<file path="src/rtl/sdram_stream_scheduler.sv">
// Ring-buffer burst sequencer between the stream FIFOs and the SDRAM controller.
// Optional burst/late-refresh statistics are built when SDRAM_SCHED_STATS_EN is defined.
module sdram_stream_scheduler #(
   parameter int ADDR_W     = 24,
   parameter int BURST      = 256,
   parameter int USEDW_W    = 10,
   parameter int REF_PERIOD = 374
) (
   input  logic                clk,
   input  logic                rst,
   input  logic                enable,
   input  logic [USEDW_W-1:0]  wr_usedw,
   input  logic [USEDW_W-1:0]  rd_free,
   output logic                cmd_req,
   output logic [1:0]          cmd_op,
   output logic [ADDR_W-1:0]   cmd_addr,
   input  logic                cmd_ack,
   input  logic                cmd_done,
   output logic [ADDR_W:0]     fill,
   output logic                ring_full,
   output logic                ring_empty,
   output logic                busy,
   output logic [15:0]         wr_bursts,
   output logic [15:0]         rd_bursts,
   output logic                ref_late
);

   localparam logic [1:0] OP_WR  = 2'd0;
   localparam logic [1:0] OP_RD  = 2'd1;
   localparam logic [1:0] OP_REF = 2'd2;

   localparam int                REF_W      = $clog2(REF_PERIOD + 1);
   localparam logic [REF_W-1:0]  REF_LAST   = REF_W'(REF_PERIOD - 1);
   localparam logic [31:0]       BURST_LVL  = 32'(BURST);
   localparam logic [ADDR_W:0]   L_BURST    = (ADDR_W+1)'(BURST);
   localparam logic [ADDR_W:0]   L_RING     = {1'b1, {ADDR_W{1'b0}}};
   localparam logic [ADDR_W:0]   L_FULL_TH  = L_RING - L_BURST;
   localparam logic [ADDR_W-1:0] L_PTR_STEP = ADDR_W'(BURST);

   typedef enum logic [1:0] {
      S_IDLE,
      S_ISSUE,
      S_WAIT_DONE
   } state_t;

   state_t              r_state;
   logic [ADDR_W-1:0]   r_wr_ptr;
   logic [ADDR_W-1:0]   r_rd_ptr;
   logic [ADDR_W:0]     r_fill;
   logic                r_full;
   logic                r_empty;
   logic                r_req;
   logic                r_busy;
   logic [1:0]          r_op;
   logic [ADDR_W-1:0]   r_addr;
   logic                r_last_wr;
   logic                r_ref_pending;
   logic [REF_W-1:0]    r_ref_cnt;

   logic [31:0]         w_wr_lvl;
   logic [31:0]         w_rd_lvl;
   logic                w_ref_wrap;
   logic                w_wr_elig;
   logic                w_rd_elig;
   logic                w_grant_ref;
   logic                w_grant_wr;
   logic                w_grant_rd;
   logic                w_ack;
   logic                w_done;
   logic                w_ref_ack;
   logic [ADDR_W:0]     w_fill_nxt;

   assign w_wr_lvl   = 32'(wr_usedw);
   assign w_rd_lvl   = 32'(rd_free);
   assign w_ref_wrap = (r_ref_cnt == REF_LAST);

   assign w_wr_elig  = enable && (w_wr_lvl >= BURST_LVL) && !r_full;
   assign w_rd_elig  = !r_empty && (w_rd_lvl >= BURST_LVL);

   // Refresh dominates; a contested write/read goes to whichever lost last time.
   assign w_grant_ref = r_ref_pending;
   assign w_grant_wr  = !r_ref_pending && w_wr_elig && (!w_rd_elig || !r_last_wr);
   assign w_grant_rd  = !r_ref_pending && w_rd_elig && !w_grant_wr;

   // A done arriving together with the ack is taken as ack-then-done.
   assign w_ack     = (r_state == S_ISSUE) && cmd_ack;
   assign w_done    = cmd_done && ((r_state == S_WAIT_DONE) || w_ack);
   assign w_ref_ack = w_ack && (r_op == OP_REF);

   always_comb begin
      w_fill_nxt = r_fill;
      if (w_done && (r_op == OP_WR)) begin
         w_fill_nxt = r_fill + L_BURST;
      end else if (w_done && (r_op == OP_RD)) begin
         w_fill_nxt = r_fill - L_BURST;
      end
   end

   always_ff @(posedge clk or posedge rst) begin
      if (rst) begin
         r_state       <= S_IDLE;
         r_wr_ptr      <= '0;
         r_rd_ptr      <= '0;
         r_fill        <= '0;
         r_full        <= 1'b0;
         r_empty       <= 1'b1;
         r_req         <= 1'b0;
         r_busy        <= 1'b0;
         r_op          <= OP_WR;
         r_addr        <= '0;
         r_last_wr     <= 1'b0;
         r_ref_pending <= 1'b0;
         r_ref_cnt     <= '0;
      end else begin
         r_ref_cnt <= w_ref_wrap ? '0 : r_ref_cnt + 1'b1;
         if (w_ref_wrap) begin
            r_ref_pending <= 1'b1;
         end else if (w_ref_ack) begin
            r_ref_pending <= 1'b0;
         end

         // Flags are derived from the next fill so they move with it.
         r_fill  <= w_fill_nxt;
         r_full  <= (w_fill_nxt > L_FULL_TH);
         r_empty <= (w_fill_nxt < L_BURST);
         if (w_done && (r_op == OP_WR)) begin
            r_wr_ptr <= r_wr_ptr + L_PTR_STEP;
         end
         if (w_done && (r_op == OP_RD)) begin
            r_rd_ptr <= r_rd_ptr + L_PTR_STEP;
         end

         case (r_state)
            S_IDLE: begin
               if (w_grant_ref || w_grant_wr || w_grant_rd) begin
                  r_state <= S_ISSUE;
                  r_req   <= 1'b1;
                  r_busy  <= 1'b1;
                  if (w_grant_ref) begin
                     r_op   <= OP_REF;
                     r_addr <= '0;
                  end else if (w_grant_wr) begin
                     r_op      <= OP_WR;
                     r_addr    <= r_wr_ptr;
                     r_last_wr <= 1'b1;
                  end else begin
                     r_op      <= OP_RD;
                     r_addr    <= r_rd_ptr;
                     r_last_wr <= 1'b0;
                  end
               end
            end
            S_ISSUE: begin
               if (cmd_ack) begin
                  r_req <= 1'b0;
                  if (cmd_done) begin
                     r_state <= S_IDLE;
                     r_busy  <= 1'b0;
                  end else begin
                     r_state <= S_WAIT_DONE;
                  end
               end
            end
            S_WAIT_DONE: begin
               if (cmd_done) begin
                  r_state <= S_IDLE;
                  r_busy  <= 1'b0;
               end
            end
            default: begin
               r_state <= S_IDLE;
               r_req   <= 1'b0;
               r_busy  <= 1'b0;
            end
         endcase
      end
   end

   assign cmd_req    = r_req;
   assign cmd_op     = r_op;
   assign cmd_addr   = r_addr;
   assign fill       = r_fill;
   assign ring_full  = r_full;
   assign ring_empty = r_empty;
   assign busy       = r_busy;

`ifdef SDRAM_SCHED_STATS_EN
   logic [15:0] r_wr_bursts;
   logic [15:0] r_rd_bursts;
   logic        r_ref_late;

   always_ff @(posedge clk or posedge rst) begin
      if (rst) begin
         r_wr_bursts <= '0;
         r_rd_bursts <= '0;
         r_ref_late  <= 1'b0;
      end else begin
         if (w_done && (r_op == OP_WR)) begin
            r_wr_bursts <= r_wr_bursts + 16'd1;
         end
         if (w_done && (r_op == OP_RD)) begin
            r_rd_bursts <= r_rd_bursts + 16'd1;
         end
         // A wrap finding the previous refresh still unacknowledged is a miss.
         if (w_ref_wrap && r_ref_pending && !w_ref_ack) begin
            r_ref_late <= 1'b1;
         end
      end
   end

   assign wr_bursts = r_wr_bursts;
   assign rd_bursts = r_rd_bursts;
   assign ref_late  = r_ref_late;
`else
   assign wr_bursts = 16'd0;
   assign rd_bursts = 16'd0;
   assign ref_late  = 1'b0;
`endif

endmodule

</file>
<file path="config.mk">
export PLATFORM = sky130hd
export DESIGN_NAME = sdram_stream_scheduler
export DESIGN_NICKNAME = d
export VERILOG_FILES = /design/src/rtl/sdram_stream_scheduler.sv
export SDC_FILE = /design/constraint.sdc
export NUM_CORES = 1
export LEC_CHECK = 0
export CORE_UTILIZATION = 50
export DETAILED_ROUTE_END_ITERATION = 6
export PLACE_DENSITY = 0.89
export SLEW_MARGIN = 20
export SYNTH_ARGS = -nofsm -noshare
export SYNTH_HDL_FRONTEND = slang
export SYNTH_SLANG_ARGS = --single-unit
</file>
<file path="constraint.sdc">
create_clock -name clk -period 3.15 [get_ports clk]
set_clock_uncertainty 0.15 [all_clocks]
set_input_delay 0.4725 -clock clk [delete_from_list [all_inputs] [get_ports clk]]
set_output_delay 0.4725 -clock clk [all_outputs]
set_load 0.005 [all_outputs]
</file>
==> flow_summary.toml, run 1 <==
[synthesis]
synth.distinct_cells = 53
avgSynthCellArea_sq_um = 10.1
netlist_area_sq_um = 4550
yosysTopAreaCellShare_pct = 45.7
ys_warn_count = 0
synthCells = 452
synth_edf_count = 0
synthArstFlopShare_pct = 100
synth_seq_cells = 84
yosysTopAreaCell = "dfrtp_1"
synthTopCellsByArea = "dfrtp_1, buf_4, xnor2_1, xor2_1, mux2i_1"
synth-seq-area-share_pct = 46.2
synthFlopType = "dfrtp_1"

[route]
drt_wl_total_um = 9490
routed-via-count = 3407
first_iter_violations = 191
ant_nets = 0
drc = 0
dr.pass1.iters = 5
viasPerCell = 5.49
wl_per_cell_um = 15.3

[sta]
setup_violations = 0
drv_slew = 0
fin_crit_ps = 2850
hold_ws_ps = 325
rsz0062_at_grt = "no"
fin_crit_sh_pct = 90.4
tns_ps = 0
hold_violations = 0
setup_ws_ps = 303
worstMarginPinSlew_ps = 737
max_slew_margin_pct = 50.4
fmax_ghz = 0.351

[grt]
grt.overflow.total = 0
grt_pass1_vias = 3281
antenna_found_initial = 0
grt_pass1_wl_um = 15700
grt_start_max_net_pins = 85
grt_use_total_pct = 20.7

[clocking]
clock-root-buffer = "clkbuf_8"
cts_tree = "built"
cts.sinks = 84
cts_buffer_depth = 2
worstSkewPairLatency_ps = 360
postCtsSetupBuffers = 0
postCtsHoldBufs = 0
cts_made_buffers = 9
clk_pin_slew_ps = 80
htree_levels = 3
post_cts_resized = 0

[critical_path]
critPathKind = "reg2reg"
r2r_slack_ps = 300
r2r-start = "fill[8]"
arrival_ps = 2960
end_kind = "flip-flop"
critical_path.reg2reg.endpoint = "ring_empty"
ff2ff_path_depth = 9
required_ps = 3270
cp_max_fo = 5
crit_path_start_kind = "flip-flop"

[floorplanning]
dieArea_sq_um = 9480
core_area_sq_um = 8760
die_y_um = 97.4
start_util_pct = 51.9
die_w_um = 97.4
io_pins = 113
rows = 34

[cells_and_area]
area_delta_synth_final_pct = 14.3
final_common_cell = "dfrtp_1"
final_cell_mix = "dfrtp_1, conb_1, clkdlybuf4s50_1, nand2_1, xnor2_1"
nets = 543
diodes = 0
drive_above_1_share_pct = 8.97

[place]
gp_congestion = 0.880
post-place-ws_ps = -33.0
port_buffers = 47
dpl.hpwl_um = 6680

[power_and_ir_drop]
leakagePower_nw = 2.33
p_per_area_nw_per_um2 = 718
ir_drop_mv = 0.258

[worst_hold_path]
min_from = "r_rd_ptr[23]"
min_path_cells = 1
hold_end = "r_rd_ptr[23]"
hold_path_class = "reg2reg"

[status]
status = "complete, no violations"

[job]
drv_cap = 0
==> power breakdown <==
group          switching [mW]  internal (mW)
clock                   0.381          0.363
combinational           0.715          0.704
sequential              0.280           1.29
total                    1.38           2.36
==> synth_stat cells, types with 2 or more instances <==
cell type	instances
nor3_1	11
nand4b_1	3
nor2_2	2
or2_2	5
inv_1	13
or3_1	6
a21oi_1	5
nor4b_1	2
o31ai_1	2
or4b_2	2
buf_2	6
nand4_1	15
nand3_1	15
o21ai_1	2
xnor2_1	33
nor4_1	6
buf_4	49
nand3b_1	3
mux2_2	3
a22oi_1	2
o21ai_0	22
a32oi_1	3
or3b_2	2
clkbuf_1	5
o21a_1	2
xor2_1	21
nor2_1	28
ha_1	9
nand2b_1	3
nand2_1	43
and3_1	6
nor4_2	2
or4_1	3
mux2i_1	17
dfrtp_1	83
==> final cells by class <==
type,count,area (sq um)
tap,108,135
timing repair buffer,58,566
multi-input combinational,343,2160
fill,713,3560
clock inverter,4,51.3
clock buffer,11,131
sequential,84,2100
inverter,13,50.0
==> per-layer routing <==
layer	vias up	GRT usage [%]	routed length, um
met2	140	33.9	4840
met5	-	0	0
li1	1576	-	-
met4	0	10.7	243
met1	1669	26.2	3890
met3	22	3.67	511
==> logic make-up (layout without fill, tap and decap cells) <==
logic type               count (synthesis)  count (layout)  synth area share (%)
flip-flops                              84              84                  46.2
multiplexers                            20              20                  4.48
other                                    1              49                0.0825
buffers and inverters                   73              86                  10.2
AND/OR/NAND/NOR                        162             162                  18.9
AO/OA/AOI/OAI                           49              49                  7.18
XOR/XNOR                                54              54                  10.4
adder cells (fa/ha/maj)                  9               9                  2.48
==> worst max-delay path: stages, from the launching register on <==
cell and delay (ps):
dfrtp_1 390, inv_1 120, ha_1 250, or3b_2 470, nor3_2 120, buf_4 180
a21oi_1 90, xnor2_1 140, or4_1 570, nor4_2 280
==> how the worst max path moves through the flow <==
stage	to	cells past startpoint	start	slack, ps
global route	ring_empty	7	cmd_done	110
detailed placement	ring_empty	7	cmd_done	-30
global placement	ring_empty	7	cmd_done	30
floorplan	ring_empty	8	fill[8]	350
finish	ring_empty	9	fill[8]	300
CTS	ring_empty	9	fill[8]	310
==> registers in the layout (all words and copies together) (netlist names), 2 cells and up <==
name and flops:
r_state 2, cmd_op 2, r_wr_ptr 16, fill 17, r_rd_ptr 16, cmd_addr 16
r_ref_cnt 9
==> metrics by stage <==
stage | cell area, sq um | std cells | power (mW) | utilization (%)
2_1_floorplan | 4730 | 500 | 2.45 | -
6_report | 5200 | 621 | 3.73 | 59.3
3_5_place_dp | 5020 | 606 | 2.99 | 57.3
3_3_place_gp | 5020 | 606 | 2.92 | 57.3
4_1_cts | 5200 | 621 | 3.73 | 59.3
5_1_grt | 5200 | 621 | 3.96 | 59.3
Power figures use the tool's default switching activity.
==> run 2, diff against run 1 <==
Settings changed: PLACE_DENSITY 0.89 to 0.85.
==> flow_summary.toml, run 2 (synthesis results as in run 1) <==
[grt]
grt_pass1_vias = 3252
grt.overflow.total = 0
grt_start_max_net_pins = 85
grt_pass1_wl_um = 15200
grt_use_total_pct = 19.8
antenna_found_initial = 0

[cells_and_area]
multi_input_area_sq_um = 2160
fillCellCount = 724
largest_register_ffs = 17
final_cell_mix = "dfrtp_1, conb_1, clkdlybuf4s50_1, nand2_1, xnor2_1"
diodes = 0
nets = 544
area_delta_synth_final_pct = 15.3
drive_above_1_share_pct = 9.32
regArea_sq_um = 2100
final_common_cell = "dfrtp_1"
postLayoutCoreUtil_pct = 59.8

[critical_path]
end_kind = "flip-flop"
arrival_ps = 2930
cp_max_fo = 7
crit_path_start_kind = "flip-flop"
crit_start = "fill[9]"
critPathKind = "reg2reg"
r2r-start = "fill[9]"
required_ps = 3270

[floorplanning]
rows = 34
die_y_um = 97.4
core_area_sq_um = 8760
start_util_pct = 51.9
die_w_um = 97.4
dieArea_sq_um = 9480
io_pins = 113

[route]
dr.pass1.iters = 4
ant_nets = 0
wl_per_cell_um = 14.6
drc = 0
drt_wl_total_um = 9100
first_iter_violations = 150
routed-via-count = 3377
viasPerCell = 5.42

[power_and_ir_drop]
leakagePower_nw = 2.35
power_mw = 3.85
ir_drop_mv = 0.350
p_per_area_nw_per_um2 = 734

[sta]
drv_slew = 0
tns_ps = 0
fin_crit_ps = 2810
rsz0062_at_grt = "no"
fmax_ghz = 0.355
hold_violations = 0
max_slew_margin_pct = 51.5
fin_crit_sh_pct = 89.3
worstMarginPinSlew_ps = 721
setup_violations = 0

[clocking]
htree_levels = 3
postCtsHoldBufs = 0
cts_tree = "built"
cts_made_buffers = 9
clk_pin_slew_ps = 80
worstSkewPairLatency_ps = 360
post_cts_resized = 0
clock-root-buffer = "clkbuf_8"
cts.sinks = 84
cts_buffer_depth = 2
postCtsSetupBuffers = 0

[place]
gp_congestion = 0.946
port_buffers = 47
dpl.hpwl_um = 6510

[status]
status = "complete, no violations"

[job]
drv_cap = 0

[worst_hold_path]
min_from = "r_wr_ptr[23]"
hold_path_class = "reg2reg"
## run 2: stage by stage
stage	instance area [sq um]	instances	hold slack, ps	setup slack (ps)
after detailed placement	5020	607	319	128
after global placement	5020	607	303	98.9
final	5240	623	328	336
after global routing	5240	623	350	204
after CTS	5240	623	332	341
after floorplan	4730	500	291	350
## run 2: worst paths after layout
kind | endpoint | slack (ps) | cells after the start
setup / recovery | ring_empty | 340 | 7
hold / removal | r_wr_ptr[23] | 330 | 1
setup reg to reg | ring_empty | 340 | 7
hold reg to reg | r_wr_ptr[23] | 330 | 1
max in group asynchronous | ring_empty | 2130 | 3
min in group asynchronous | cmd_addr[20] | 380 | 3
## run 2: where the power goes
part / internal, mW / total (mW) / switching (mW)
Sequential: 1.29 / 1.57 / 0.284
Combinational: 0.706 / 1.42 / 0.717
Clock: 0.468 / 0.852 / 0.384
## run 2: final cells by class
class                   count  area share, %
multi-input cells         343           41.3
clock inverters             4           1.38
well taps                 108           2.58
flip-flops and latches     84           40.1
inverters                  13          0.955
clock buffers              12           2.77
repair buffers             59           10.9
## run 2: metal layers
layer	share of wire, %	vias up	global-route usage, %
met3	5.4	21	4.32
met1	43	1645	25.5
met4	2.4	0	7.58
met5	0	-	0
li1	-	1587	-
met2	49	124	32.6
## run 2: worst max-delay path, stage by stage, from the launching register on
cell and delay [ps]:
dfrtp_1 380, buf_4 160, or4_1 610, nor4_1 410, o21ai_0 190, xnor2_1 170
or4_1 420, nor4_2 250
